`src/rtl/dot_product_scheduler.sv`:
```
// dot_product_scheduler: walks an M_ROWS x N_COLS operand grid and tags datapath results.
// Ports: i_clk/i_rst_n clock and async active-low reset; i_start launches a pass;
// i_pause stalls issue; o_busy pass active; o_issue/o_row_idx/o_col_idx operand strobe;
// o_result_valid/o_result_row/o_result_col tagged datapath output; o_done end-of-pass pulse.
module dot_product_scheduler #(
  parameter int M_ROWS  = 4,
  parameter int N_COLS  = 4,
  parameter int LATENCY = 3,
  localparam int RW = (M_ROWS > 1) ? $clog2(M_ROWS) : 1,
  localparam int CW = (N_COLS > 1) ? $clog2(N_COLS) : 1
) (
  input  logic          i_clk,
  input  logic          i_rst_n,
  input  logic          i_start,
  input  logic          i_pause,
  output logic          o_busy,
  output logic          o_issue,
  output logic [RW-1:0] o_row_idx,
  output logic [CW-1:0] o_col_idx,
  output logic          o_result_valid,
  output logic [RW-1:0] o_result_row,
  output logic [CW-1:0] o_result_col,
  output logic          o_done
);
  typedef enum logic [1:0] {S_IDLE, S_ISSUE, S_DRAIN, S_DONE} state_t;
  localparam logic [RW-1:0] ROW_LAST = RW'(M_ROWS - 1);
  localparam logic [CW-1:0] COL_LAST = CW'(N_COLS - 1);
  state_t              r_state;
  logic [RW-1:0]       r_row;
  logic [CW-1:0]       r_col;
  logic [LATENCY-1:0]  r_vld;
  logic [RW-1:0]       r_trow [LATENCY];
  logic [CW-1:0]       r_tcol [LATENCY];
  logic                w_issue;
  logic [LATENCY-1:0]  w_vld_nxt;
  assign w_issue   = (r_state == S_ISSUE) && !i_pause;
  assign w_vld_nxt = (r_vld << 1) | LATENCY'(w_issue);
  always_ff @(posedge i_clk or negedge i_rst_n) begin
    if (!i_rst_n) begin
      r_state <= S_IDLE;
      r_row   <= '0;
      r_col   <= '0;
    end else begin
      case (r_state)
        S_IDLE: if (i_start) begin
          r_state <= S_ISSUE;
          r_row   <= '0;
          r_col   <= '0;
        end
        S_ISSUE: if (w_issue) begin
          if (r_row == ROW_LAST && r_col == COL_LAST) r_state <= S_DRAIN;
          else if (r_col == COL_LAST) begin
            r_col <= '0;
            r_row <= r_row + RW'(1);
          end else r_col <= r_col + CW'(1);
        end
        // Leave when the stages will all be empty next cycle, so DONE follows the last result.
        S_DRAIN: if (w_vld_nxt == '0) r_state <= S_DONE;
        default: r_state <= S_IDLE;
      endcase
    end
  end
  always_ff @(posedge i_clk or negedge i_rst_n) begin
    if (!i_rst_n) begin
      r_vld <= '0;
      for (int i = 0; i < LATENCY; i++) begin
        r_trow[i] <= '0;
        r_tcol[i] <= '0;
      end
    end else begin
      r_vld     <= w_vld_nxt;
      r_trow[0] <= r_row;
      r_tcol[0] <= r_col;
      for (int i = 1; i < LATENCY; i++) begin
        r_trow[i] <= r_trow[i-1];
        r_tcol[i] <= r_tcol[i-1];
      end
    end
  end
  assign o_busy         = r_state != S_IDLE;
  assign o_done         = r_state == S_DONE;
  assign o_issue        = w_issue;
  assign o_row_idx      = r_row;
  assign o_col_idx      = r_col;
  assign o_result_valid = r_vld[LATENCY-1];
  assign o_result_row   = r_trow[LATENCY-1];
  assign o_result_col   = r_tcol[LATENCY-1];
endmodule
```
`config.mk`:
```
export PLATFORM = sky130hd
export DESIGN_NAME = dot_product_scheduler
export DESIGN_NICKNAME = d
export VERILOG_FILES = /design/src/rtl/dot_product_scheduler.sv
export SDC_FILE = /design/constraint.sdc
export NUM_CORES = 1
export LEC_CHECK = 0
export BUFFER_PORTS_ARGS = -buffer_cell sky130_fd_sc_hd__buf_2
export CAP_MARGIN = 20
export CORE_ASPECT_RATIO = 0.8
export CORE_MARGIN = 5
export CORE_UTILIZATION = 40
export CTS_CLUSTER_DIAMETER = 40
export CTS_CLUSTER_SIZE = 10
export DETAILED_ROUTE_END_ITERATION = 12
export SETUP_SLACK_MARGIN = 0.4
export SYNTH_ARGS = -nofsm -noshare
export SYNTH_HDL_FRONTEND = slang
export SYNTH_SLANG_ARGS = --single-unit
```
`constraint.sdc`:
```
create_clock -name i_clk -period 2.77 [get_ports i_clk]
set_input_delay 0.831 -clock i_clk [delete_from_list [all_inputs] [get_ports i_clk]]
set_output_delay 0.831 -clock i_clk [all_outputs]
set_load 0.05 [all_outputs]
```
* Word level (Yosys, flattened, before mapping) *
Cells that the tools add are included.
Widths: inputs -> output; s select.

storage, ports and cells
  flip-flop bits (word level) = 21
  input bits = 4
  output and inout port bits = 12

operators by class
  $add $sub $neg = 2
  equality and inequality tests = 11
  multiplexer cells = 14
  bitwise operators = 1
  reductions and logical operators = 10

operators by type and width
  operator             number
  $mux 2               11
  $eq 2x2->1 const B   4
  $ne 2x2->1 const B   4
  $pmux 2 s2           2
  $reduce_and 4->1     2
  $pmux 2 s3           1
  $reduce_and 5->1     1
  $add 2x1->2 const B  2
  $ne 2x1->1 const B   2
  $reduce_bool 2->1    2
  $logic_not 3->1      1
  $or 3x1->3           1
  $eq 2x1->1 const B   1
  $logic_and 1x1->1    2
  $logic_not 2->1      1
  $logic_not 1->1      1

* Logic depth before layout (Yosys ltp) *
Gate-level depths: netlist of the first run.

  depth after elaboration = 6
  gate-level depth with buffers = 7
  depth with buffers taken out = 6

* Worst setup path before layout of the first run *
No wires, ideal clock.

  path kind = input-to-output
  start point = in i_pause
  end point = out o_issue
  data arrival time = 1.139 ns
  setup slack = 0.800 ns
  cell stages on the path = 1
  path through = nor2b_4

on the way
  longest elaborated chain between the ends = 2

ends and longest elaborated chain
  what               line  text
  from (decl)        15    input logic i_pause,
  $logic_not 1->1    36    assign w_issue = (r_state == S_ISSUE) && !i_pause;
  $logic_and 1x1->1  36
  to (decl)          17    output logic o_issue,

No other way between the ends.

* Final worst setup path of the first run *
  start point = reg r_state[1]
  end point = out o_issue

on the way
  longest elaborated chain between the ends = 2

ends and longest elaborated chain
  what                    line  text
  from (decl)             28    state_t r_state;
  from (signal assigned)  40    r_state <= S_IDLE;
  from (signal assigned)  46    r_state <= S_ISSUE;
  from (signal assigned)  51    if (r_row == ROW_LAST && r_col == COL_LAST) r_state <= S_DRAIN;
  $eq 2x1->1              36
  $logic_and 1x1->1       36

No other way between the ends.

==> run_results.csv, run 1 <==
group,metric,value,unit
drt,wl,1330,µm
final_layout,nets,91,
final_layout,syn_to_final_growth,12.6,%
critical_path,worstPathCellList,"inv_1 -> ha_4 -> nor2b_4 -> buf_6",
min_path,worstHoldPathCells,0,
synth,yosysWarnings,0,
floorplanning,die_y,52.3,µm
critical_path,path_max_fanout,9,
synth,synth_area,895,µm²
critical_path,rr_worst_depth,6,
synth,synthFlopType,"dfrtp_1",
drt,avgRoutedWirePerCell,12.8,µm
clock_network,tritoncts,"done",
pwr,p_sw_frac,0.437,
min_path,min_to,"r_tcol[2]",
sta,final_min_period_over_clock_period,0.823,
critical_path,reg2reg_from,"r_state[1]",
critical_path,cp_slowest_stage_delay,440,ps
job,maxCapViolations,0,
synth,ys_seq_area_frac,0.587,
floorplanning,start_util,0.418,
global_route,antenna_found_initial,0,
synth,synth_fp_nets,76,
global_route,track_usage,0.0928,
sta,setup_ws,491,ps
synth,syn_area_per_cell,13.8,µm²
critical_path,rr_endpoint,"o_col_idx[0]",
critical_path,cp.required,1940,ps
drt,drc_errors,0,
pwr,p_int,0.639,mW
synth,synth-edff-count,0,
clock_network,cts_max_level,1,
pwr,clockPowerShare,0.124,
synth,syn_inst,65,
clock_network,cts.sinks,21,
sta,finalMaxSlewViolations,0,
clock_network,root_buffer,"clkbuf_4",
sta,hold_viol_final,0,
global_route,grt_overflow_total,0,
global_route,grt_pass1_vias,499,
clock_network,clk_latency,300,ps
pwr,p_leak,0.521,nW
floorplanning,io-pin-count,16,
drt,vias,511,
floorplanning,die_area,3290,µm²
sta,clock-skew-final,7.08,ps
final_layout,post-route-util,0.471,
final_layout,drive_gt1_frac,0.367,
sta,setup_viol,0,
synth,synth-seq-cells,21,
clock_network,clockBufferDepth,2,
pwr,power_switching,0.496,mW
pwr,fin_total_pwr,1.13,mW
floorplanning,coreArea,2140,µm²
place,place_ws,541,ps
run_status,status,"finished, final reports clean",
drt,dr.pass1.iters,3,
sta,rsz0062_at_grt,"yes",
place,place.gp.congestion,0.767,
place,numPortBuffers,15,
critical_path,crit_path_end_kind,"primary output",
min_path,hold_path.class,"reg2reg",
pwr,ir_drop,0.526,mV
synth,async_reset_ff_frac,1.00,
sta,clock.fmax,0.439,GHz
critical_path,path_class,"reg2out",
pwr,combPwrFrac,0.482,
min_path,min_from,"r_tcol[4]",
critical_path,critPathBufInv,2,
global_route,grt_first_pass_wirelength,2340,µm
clock_network,cts_made_buffers,3,
critical_path,cpMaxStageDelayCell,"dfrtp_1",
sta,tns,0,ps
critical_path,crit_family,"flip-flops",
global_route,grt_max_degree,22,
pwr,p_per_area,1130,nW/µm²
drt,drt_iter0_drc,7,
final_layout,stdcell_count,104,
floorplanning,die_x,62.9,µm
critical_path,arrival,1450,ps
floorplanning,rows,15,
pwr,seqPwrFrac,0.394,
sta,period_minus_slack,2280,ps
sta,worstMarginPinSlew,443,ps
clock_network,cts.clk_slew.worst_paths,110,ps
critical_path,r2r_slack,1080,ps
synth,synthDistinctLibCells,27,
sta,max_slew_margin,0.705,
final_layout,diodes,0,
drt,avgViaCountPerCell,4.91,
drt,postRouteAntennaNets,0,
critical_path,startpoint_type,"flip-flop",
place,dpl.hpwl,1010,µm
place,dp_cells,100,
==> power groups by stage <==
stage          logic (mW)  clock network [mW]  registers (mW)
6_report            0.547               0.141           0.447
2_1_floorplan       0.394                   0           0.508
4_1_cts             0.551               0.147           0.449
3_5_place_dp        0.533                   0           0.452
5_1_grt             0.587               0.162           0.463
3_3_place_gp        0.528                   0           0.445
==> area by class of cell <==
| cell class | instances | area (µm²) |
|---|---|---|
| clock buffer | 3 | 22.5 |
| clock inverter | 1 | 5.00 |
| fill | 204 | 1130 |
| inverter | 4 | 15.0 |
| multi-input combinational | 35 | 325 |
| sequential | 21 | 527 |
| tap | 25 | 31.3 |
| timing repair buffer | 15 | 81.3 |
==> worst max path at each step <==
| stage | from | end | slack (ps) | cells after the start |
|---|---|---|---|---|
| floorplan | i_pause | o_issue | 800 | 1 |
| global placement | i_pause | o_issue | 550 | 3 |
| detailed placement | i_pause | o_issue | 540 | 3 |
| CTS | r_state[1] | o_issue | 440 | 4 |
| global route | r_state[1] | o_issue | 380 | 4 |
| finish | r_state[1] | o_issue | 490 | 4 |
==> kinds of logic after synthesis <==
kind of cell / Yosys count / share of synthesized area
mux: 4 / 0.0559
flops: 21 / 0.587
fa+ha+maj: 7 / 0.0979
simple gates: 15 / 0.110
buf+inv: 9 / 0.0629
compound gates: 9 / 0.0853
==> registers in the layout, summed over array words and instances, names as in the netlist <==
signal	cells
r_state	2
o_result_col	2
r_vld	3
o_result_row	2
o_col_idx	2
r_tcol	4
r_trow	4
o_row_idx	2
==> cells in the mapped netlist (2+ instances only) <==
master   number  area share
nand2_1       4       0.017
buf_4         4       0.034
dfrtp_1      21        0.59
o21ai_0       2       0.011
inv_1         4       0.017
mux2_4        2       0.034
mux2i_1       2       0.022
ha_1          7       0.098
==> stage by stage <==
| step | hold WS, ps | instance area (µm²) |
|---|---|---|
| finish | 357 | 1010 |
| global route | 369 | 1010 |
| CTS | 359 | 1000 |
| detailed placement | 335 | 960 |
| global placement | 331 | 960 |
| floorplan | 331 | 895 |
==> layout by cell type (no fill, tap or decap), drive strengths merged <==
cell type	Yosys	final
mux2	2	2
nand2	4	4
inv	4	4
o21ai	3	3
mux2i	2	2
nand3b	1	1
o21bai	1	1
nand3	2	2
buf	5	15
nand4	1	1
nand2b	1	1
a21boi	1	1
a32o	1	1
clkinv	0	1
o31ai	1	1
nor2b	2	2
clkbuf	0	3
dfrtp	21	21
nor2	1	1
o21a	1	1
ha	7	7
nor3	1	1
nor3b	2	2
o221ai	1	1
==> timing repair <==
action | CTS | global route
buffers inserted | 0 | 0
endpoints found under the setup margin | 1 | 2
cloned | 0 | 0
resized for setup | 3 | 2
hold buffers | 0 | 0
==> worst register-to-register path, cell delays in order (launching register included) <==
cell and delay [ps]:
dfrtp_1 440, inv_1 130, ha_4 190, nor2b_4 210, a21boi_2 220, o21ai_2 90, mux2_4 310
==> per-layer routing <==
layer	vias to the layer above	share of wire	global-route usage
met5	-	0	0
met4	0	0.0090	0.0212
met3	2	0.089	0.0494
met2	13	0.41	0.137
met1	251	0.49	0.120
li1	245	-	-
Note: power is estimated with default switching activity, not from simulation.
==> run 2, diff against run 1 <==
==> constraint.sdc (replaced) <==
create_clock -name i_clk -period 2 [get_ports i_clk]
set_input_delay 0.6 -clock i_clk [delete_from_list [all_inputs] [get_ports i_clk]]
set_output_delay 0.6 -clock i_clk [all_outputs]
set_load 0.05 [all_outputs]
==> run 2 against run 1 <==
Against the previous run: critical endpoint unchanged; design area increased by 13%; largest cell class unchanged; utilization grew 6.2 points; sequential power rose by 38%; combinational power grew 83%; highest routed layer unchanged; sequential share of layout area is 6.0 points lower; non-clock buffer count rose by 9; register-to-register slack worse by 750 ps; sequential cell count stayed put; worst setup slack got worse by 340 ps; cell count grew 8.7%; count of clock-buffer cells in the layout did not move.
==> run_results.csv, run 2 (synthesized netlist as in run 1, its figures left out) <==
group,metric,value,unit
run_status,status,"finished, final reports clean",
sta,max_slew_margin,0.695,
final_layout,nets,100,
critical_path,arrival,1250,ps
floorplanning,die_y,52.3,µm
sta,rsz0062_at_grt,"yes",
drt,drc_errors,0,
place,dpl.hpwl,990,µm
clock_network,hold_buffers,0,
sta,clock.fmax,0.540,GHz
critical_path,reg2reg_from,"r_state[1]",
final_layout,final_cell_mix,"19 x dfrtp_1, 11 x buf_4, 8 x buf_2",
critical_path,startpoint_type,"flip-flop",
critical_path,cp_slowest_stage_delay,410,ps
floorplanning,die_area,3290,µm²
critical_path,path_class,"reg2out",
sta,fin_hold_ws,234,ps
clock_network,root_buffer,"clkbuf_4",
place,place_ws,253,ps
sta,period_minus_slack,1850,ps
place,dp_cells,101,
clock_network,clk_latency,300,ps
final_layout,post-route-util,0.533,
floorplanning,die_x,62.9,µm
final_layout,reg_top3,"r_tcol x4, r_trow x4, r_vld x3",
critical_path,r2r_slack,330,ps
drt,avgRoutedWirePerCell,13.2,µm
global_route,grt_overflow_total,0,
floorplanning,io-pin-count,16,
pwr,p_per_area,1590,nW/µm²
drt,wl,1500,µm
floorplanning,start_util,0.418,
floorplanning,coreArea,2140,µm²
drt,dr.pass1.iters,2,
drt,vias,556,
clock_network,clockBufferDepth,2,
final_layout,drive_gt1_frac,0.523,
final_layout,stdcell_count,113,
clock_network,cts_max_level,1,
sta,setup_viol,0,
sta,setup_ws,147,ps
floorplanning,rows,15,
sta,tns,0,ps
critical_path,crit_family,"flip-flops",
job,maxCapViolations,0,
final_layout,syn_to_final_growth,27.4,%
global_route,antenna_found_initial,0,
drt,drt_iter0_drc,4,
sta,hold_viol_final,0,
critical_path,path_max_fanout,4,
critical_path,crit_path_end_kind,"primary output",
place,place.gp.congestion,0.839,
clock_network,cts_made_buffers,3,
global_route,grt_pass1_vias,545,
final_layout,diodes,0,
drt,avgViaCountPerCell,4.92,
final_layout,final_common_cell,"dfrtp_1",
pwr,ir_drop,0.861,mV
critical_path,rr_endpoint,"o_col_idx[0]",
critical_path,rr_worst_depth,8,
critical_path,cp.required,1400,ps
place,numPortBuffers,15,
clock_network,cts.sinks,21,
drt,postRouteAntennaNets,0,
sta,clock-skew-final,5.66,ps
pwr,p_leak,0.578,nW
global_route,track_usage,0.0991,
clock_network,tritoncts,"done",
sta,worstMarginPinSlew,458,ps
min_path,hold_path.class,"in2async",
critical_path,critPathBufInv,2,
global_route,grt_max_degree,22,
critical_path,cpMaxStageDelayCell,"dfrtp_1",
critical_path,worstPathCellList,"inv_2 -> ha_4 -> nor2b_4 -> buf_6",
global_route,grt_first_pass_wirelength,2460,µm
clock_network,cts.clk_slew.worst_paths,110,ps
sta,final_min_period_over_clock_period,0.927,
sta,finalMaxSlewViolations,0,
[run 2: changes by cell type in the layout (fill, tap and decap cells not counted), moves of 2 or more]
cell   previous run  this run
inv_2             0         3
buf_2            14         8
buf_4             0        11
inv_1             4         1
buf_6             1         4
ha_1              6         4
[run 2: metrics by stage]
step / total power, mW / cell area [µm²]
final: 1.81 / 1140
after global routing: 1.93 / 1140
after CTS: 1.73 / 1080
after detailed placement: 1.36 / 967
after global placement: 1.36 / 967
after floorplan: 1.25 / 895
[run 2: worst max path at each step]
stage	cells past startpoint	start	to	slack (ps)
2_1_floorplan	7	r_state[1]	o_col_idx[0]	160
3_3_place_gp	3	i_pause	o_issue	250
3_5_place_dp	3	i_pause	o_issue	250
4_1_cts	4	r_state[1]	o_issue	120
5_1_grt	4	r_state[1]	o_issue	60
6_report	4	r_state[1]	o_issue	150
[run 2: metal layers]
metal	GRT usage	part of all wire	wire length, µm	vias up
met3	0.0451	0.050	75	4
met1	0.115	0.47	706	274
met4	0.0353	0.024	36	0
met2	0.162	0.45	676	12
met5	0	0	0	-
li1	-	-	-	266
[run 2: cell type report]
class | instances | area (µm²)
clock buffer | 3 | 22.5
clock inverter | 1 | 5.00
fill | 199 | 1000
inverter | 4 | 15.0
multi-input combinational | 35 | 355
sequential | 21 | 528
tap | 25 | 31.3
timing repair buffer | 24 | 183
[run 2: report_power, final]
group / internal (mW) / total [mW] / leakage (nW) / switching (mW)
combinational: 0.442 / 1.00 / 0.279 / 0.559
sequential: 0.544 / 0.615 / 0.281 / 0.0715
clock: 0.0744 / 0.196 / 0.0177 / 0.121
[run 2: timing repair]
item / in CTS / in global routing
cloned: 0 / 0
pin swaps: 1 / 2
gates resized for setup: 20 / 8
endpoints found under the setup margin: 8 / 9
setup buffers: 3 / 5
